### src/rtl/store_unit.sv
// Store unit: formats RISC-V stores and queues them for the data BRAM.
// Define STORE_MISALIGN_TRAP_EN to reject misaligned sh/sw instead of aligning them.
module store_unit #(
  parameter int DEPTH  = 2,
  parameter int ADDR_W = 10
) (
  input  logic              clk,
  input  logic              rst,
  input  logic              st_valid,
  output logic              st_ready,
  input  logic [31:0]       st_addr,
  input  logic [31:0]       st_data,
  input  logic [2:0]        st_func3,
  output logic [ADDR_W-1:0] w_addr,
  output logic [31:0]       w_dat,
  output logic [3:0]        w_be,
  output logic              w_enb,
  input  logic              w_rdy,
  input  logic [ADDR_W-1:0] ld_addr,
  output logic              ld_hazard,
  output logic              st_err,
  output logic [3:0]        pending
);

  localparam int PW = (DEPTH > 1) ? $clog2(DEPTH) : 1;

  typedef struct packed {
    logic [ADDR_W-1:0] addr;
    logic [31:0]       dat;
    logic [3:0]        be;
  } entry_t;

  entry_t            mem_q [DEPTH];
  logic [DEPTH-1:0]  vld_q, vld_d;
  logic [PW-1:0]     wr_q, wr_d;
  logic [PW-1:0]     rd_q, rd_d;
  logic [3:0]        cnt_q, cnt_d;
  logic              err_q, err_d;

  logic              legal;
  logic [31:0]       fmt_dat;
  logic [3:0]        fmt_be;
  logic              accept, push, pop;
  logic              unused_bits;

  assign unused_bits = ^{st_addr[31:ADDR_W], st_addr[1:0], ld_addr[1:0]};

  always_comb begin
    legal   = 1'b1;
    fmt_dat = st_data;
    fmt_be  = 4'b1111;
    case (st_func3)
      3'b000: begin
        fmt_dat = {4{st_data[7:0]}};
        fmt_be  = 4'b0001 << st_addr[1:0];
      end
      3'b001: begin
        fmt_dat = {2{st_data[15:0]}};
        fmt_be  = st_addr[1] ? 4'b1100 : 4'b0011;
`ifdef STORE_MISALIGN_TRAP_EN
        if (st_addr[0]) legal = 1'b0;
`endif
      end
      3'b010: begin
`ifdef STORE_MISALIGN_TRAP_EN
        if (st_addr[1:0] != 2'b00) legal = 1'b0;
`endif
      end
      default: legal = 1'b0;
    endcase
  end

  // Full means no accept, even if the head retires this same cycle.
  assign st_ready = (cnt_q < 4'(DEPTH));
  assign accept   = st_valid && st_ready;
  assign push     = accept && legal;
  assign w_enb    = (cnt_q != 4'd0);
  assign pop      = w_enb && w_rdy;

  always_comb begin
    wr_d  = wr_q;
    rd_d  = rd_q;
    cnt_d = cnt_q;
    vld_d = vld_q;
    err_d = accept && !legal;
    if (push) begin
      wr_d        = wr_q + PW'(1);
      vld_d[wr_q] = 1'b1;
    end
    if (pop) begin
      rd_d        = rd_q + PW'(1);
      vld_d[rd_q] = 1'b0;
    end
    case ({push, pop})
      2'b10:   cnt_d = cnt_q + 4'd1;
      2'b01:   cnt_d = cnt_q - 4'd1;
      default: cnt_d = cnt_q;
    endcase
  end

  always_ff @(posedge clk) begin
    if (!rst) begin
      wr_q  <= '0;
      rd_q  <= '0;
      cnt_q <= '0;
      vld_q <= '0;
      err_q <= 1'b0;
      for (int i = 0; i < DEPTH; i++) mem_q[i] <= '0;
    end else begin
      wr_q  <= wr_d;
      rd_q  <= rd_d;
      cnt_q <= cnt_d;
      vld_q <= vld_d;
      err_q <= err_d;
      if (push) begin
        mem_q[wr_q].addr <= {st_addr[ADDR_W-1:2], 2'b00};
        mem_q[wr_q].dat  <= fmt_dat;
        mem_q[wr_q].be   <= fmt_be;
      end
    end
  end

  assign w_addr  = w_enb ? mem_q[rd_q].addr : '0;
  assign w_dat   = w_enb ? mem_q[rd_q].dat  : '0;
  assign w_be    = w_enb ? mem_q[rd_q].be   : '0;
  assign st_err  = err_q;
  assign pending = cnt_q;

  always_comb begin
    ld_hazard = 1'b0;
    for (int i = 0; i < DEPTH; i++) begin
      if (vld_q[i] && (mem_q[i].addr[ADDR_W-1:2] == ld_addr[ADDR_W-1:2]))
        ld_hazard = 1'b1;
    end
  end

endmodule

### config.mk
export PLATFORM = sky130hd
export DESIGN_NAME = store_unit
export DESIGN_NICKNAME = d
export VERILOG_FILES = /design/src/rtl/store_unit.sv
export SDC_FILE = /design/constraint.sdc
export NUM_CORES = 1
export LEC_CHECK = 0
export ABC_AREA = 1
export BUFFER_PORTS_ARGS = -buffer_cell sky130_fd_sc_hd__buf_4
export CORE_ASPECT_RATIO = 0.9
export CORE_UTILIZATION = 39
export CTS_CLUSTER_DIAMETER = 50
export CTS_CLUSTER_SIZE = 16
export DETAILED_ROUTE_END_ITERATION = 10
export GPL_TIMING_DRIVEN = 1
export HOLD_SLACK_MARGIN = 0.02
export PLACE_DENSITY_LB_ADDON = 0.3
export SKIP_CTS_REPAIR_TIMING = 1
export SLEW_MARGIN = 0
export SYNTH_ARGS = -nofsm -noshare
export SYNTH_HDL_FRONTEND = slang
export SYNTH_SLANG_ARGS = --single-unit
### constraint.sdc
create_clock -name clk -period 12.3 [get_ports clk]
set_input_delay 1.23 -clock clk [delete_from_list [all_inputs] [get_ports clk]]
set_output_delay 1.23 -clock clk [all_outputs]
set_load 0.005 [all_outputs]
==> results.yml <==
critical_path:
  worstSetupPathType: "reg -> out"
  r2r_start: "pending[1]"
  critPathMaxStageDelay_ns: 0.75
  required_ns: 11.07
  cp_max_fo: 46
  crit_path_cell_trace: "inv_2 > nand3_2 > inv_2 > nand2_2 > nand2_1 > inv_1 > buf_4"
  critPathSlowestCell: "nand2_2"
  crit_path_start: "pending[1]"
  arrival_ns: 2.12
  worst_setup_path_end_kind: "output pin"
  start_kind: "flop"
  cp_common_cell: "inv_2"
  reg2reg_depth: 15
cells_and_area:
  fillers: 1189
  drive_gt1_frac: 0.3186
  postLayoutCellArea_um2: 6466
  syn2layout_area_growth_pct: 22.67
  n_antenna_cell: 0
  final_core_util: 0.5000
  finish.net_count: 713
global_route:
  grt_pass1_wl_mm: 19.87
  grt_max_degree: 51
  antenna_found_initial: 0
  gr-total-overflow: 0
  grt_pass1_vias: 3975
  grt_usage: 0.1826
die:
  rows: 39
  die_x_um: 124.5
  initial_utilization: 0.4076
  fp.dieH_um: 112.3
  die-area_um2: 13990
  io_pins: 135
  core_um2: 12930
drt:
  drt_iter0_drc: 274
  drt_pre_antenna_iters: 4
  avgRoutedWirePerCell_um: 15.37
  vias: 3968
  ant_nets: 0
  via_per_inst: 4.972
  wirelength_mm: 12.27
  drc_errors: 0
power:
  leakage_nw: 3.040
  p_sw_frac: 0.3277
  power.share.clock: 0.263
  seqPwrFrac: 0.363
  pwr-share-comb: 0.374
  power.density_nw_per_um2: 178.0
  internal_power_uw: 773.8
  p_switching_uw: 377.2
  irDropWorstVdd_v: 0.00008513
synthesis:
  synth_warnings: 0
  synth_area_um2: 5271
  synth-edff-count: 88
  syn_avg_cell_area_um2: 9.908
  syn_inst: 532
  ys_seq_elements: 98
  synthFlopType: "edfxtp_1"
  synthArstFlopShare: 0
  ys_seq_area_frac: 0.5393
  synth_cell_types: 34
placement:
  port_buffers: 108
  gp_congestion: 0.8452
  dpl.hpwl_mm: 8.129
  dp_slack_ns: 8.984
  place_area_um2: 6145
cts:
  cts.path.max_buffers: 2
  numCtsBuffers: 9
  clockRootBuffer: "clkbuf_16"
  clk_latency_ns: 0.34
  clk_pin_slew_ns: 0.07
  htree_num_levels: 3
  cts.sink_count: 98
  tritoncts: "yes"
sta:
  drv_slew: 0
  finalHoldViolCount: 0
  setup_tns_ns: 0
  setup_viol: 0
  timing.fmax_mhz: 298.7
  rsz0062_at_grt: "no"
  clock_skew_ns: 0.005845
  relSlewSlack: 0.3056
  tightest_slew_ns: 1.038
  fin_crit_sh: 0.2722
  period_minus_slack_ns: 3.348
  layout_setup_ws_ns: 8.952
worst_hold_path:
  hp-start: "rd_q"
  hold-path-cell-count: 2
  hp-class: "reg -> reg"
status:
  outcome: "finished, final reports clean"
run:
  maxCapViolations: 0
==> layout by cell type (no fill, tap or decap), drive strengths merged <==
| cell type | instances |
|---|---|
| nor2 | 104 |
| o22ai | 3 |
| nand4 | 4 |
| a21oi | 40 |
| conb | 2 |
| xnor2 | 4 |
| nand3 | 17 |
| or3 | 1 |
| o2111a | 1 |
| xor2 | 2 |
| clkinvlp | 2 |
| dfxtp | 10 |
| nor3 | 2 |
| inv | 90 |
| buf | 111 |
| edfxtp | 88 |
| o21ai | 24 |
| bufinv | 2 |
| mux2 | 38 |
| clkbuf | 12 |
| nand2 | 71 |
| or2 | 3 |
| ha | 3 |
==> critical path: cells and delay by family, from the launching register on <==
family                 cells  cell delay [ns]
AND/OR/NAND/NOR            3             0.96
flip-flops                 1             0.41
buffers and inverters      4             0.39
==> logic make-up (layout without fill, tap and decap cells) <==
| group | after synthesis | count (layout) | share of synthesized area |
|---|---|---|---|
| AND/OR/NAND/NOR | 202 | 202 | 0.1654 |
| buffers and inverters | 116 | 217 | 0.1006 |
| flip-flops | 98 | 98 | 0.5393 |
| AO/OA/AOI/OAI | 68 | 68 | 0.09565 |
| multiplexers | 38 | 38 | 0.08118 |
| XOR/XNOR | 6 | 6 | 0.009969 |
| adder cells (fa/ha/maj) | 3 | 3 | 0.007122 |
| other | 1 | 2 | 0.0007114 |
==> cell usage after synthesis (5+ instances only) <==
cell	count	area, µm²
mux2_2	28	315.3
buf_2	10	50.05
mux2_1	10	112.6
inv_1	85	319.1
nand3_1	14	70.07
nand2_1	69	259.0
dfxtp_1	10	200.2
o21ai_0	15	75.07
buf_6	9	101.4
inv_2	5	18.77
edfxtp_1	88	2643
o21ai_4	8	130.1
a21oi_1	23	115.1
a21oi_2	17	148.9
nor2_1	96	360.4
nor2_2	6	37.54
==> cell type report <==
| class | count | area [µm²] | share of cell area |
|---|---|---|---|
| Tap cell | 164 | 205.2 | 0.03173 |
| Clock buffer | 12 | 246.5 | 0.03812 |
| Clock inverter | 4 | 75.07 | 0.01161 |
| Sequential cell | 98 | 2844 | 0.4398 |
| Inverter | 90 | 337.8 | 0.05224 |
| Timing Repair Buffer | 111 | 833.3 | 0.1289 |
| Multi-Input combinational cell | 319 | 1924 | 0.2976 |
==> through the flow <==
| step | cells | power, mW | hold slack (ns) |
|---|---|---|---|
| final | 798 | 1.151 | 0.5053 |
| after global routing | 798 | 1.219 | 0.5469 |
| after CTS | 798 | 1.162 | 0.5067 |
| after detailed placement | 782 | 0.8599 | 0.4993 |
| after global placement | 782 | 0.8499 | 0.4732 |
| after floorplan | 533 | 0.6739 | 0.4376 |
==> worst paths after layout <==
path,to,slack (ns)
worst max-delay path,w_dat[6],8.95
worst min-delay path,vld_q[0],0.51
worst max register to register,pending[2],9.20
worst min register to register,vld_q[0],0.51
==> power by group through the flow <==
| stage | Sequential (mW) | Combinational (mW) | Clock [mW] |
|---|---|---|---|
| floorplan | 0.424 | 0.250 | 0 |
| global placement | 0.423 | 0.427 | 0 |
| detailed placement | 0.425 | 0.434 | 0 |
| CTS | 0.418 | 0.437 | 0.308 |
| global route | 0.422 | 0.476 | 0.321 |
| finish | 0.418 | 0.430 | 0.303 |
==> flip-flops by register name, indices dropped and copies added, names as in the netlist, named ones only <==
signal	cells
pending	4
wr_q	1
mem_q	88
st_err	1
rd_q	1
vld_q	2
==> metal layers <==
metal  global-route usage  vias up  wire (µm)  part of all wire
met5                    0        -          0                 0
met4              0.06506        0        197             0.016
met3              0.02717       15        642             0.052
met2               0.3024      127       5869              0.48
met1               0.2444     1910       5558              0.45
li1                     -     1916          -                 -
Power figures use the tool's default switching activity.
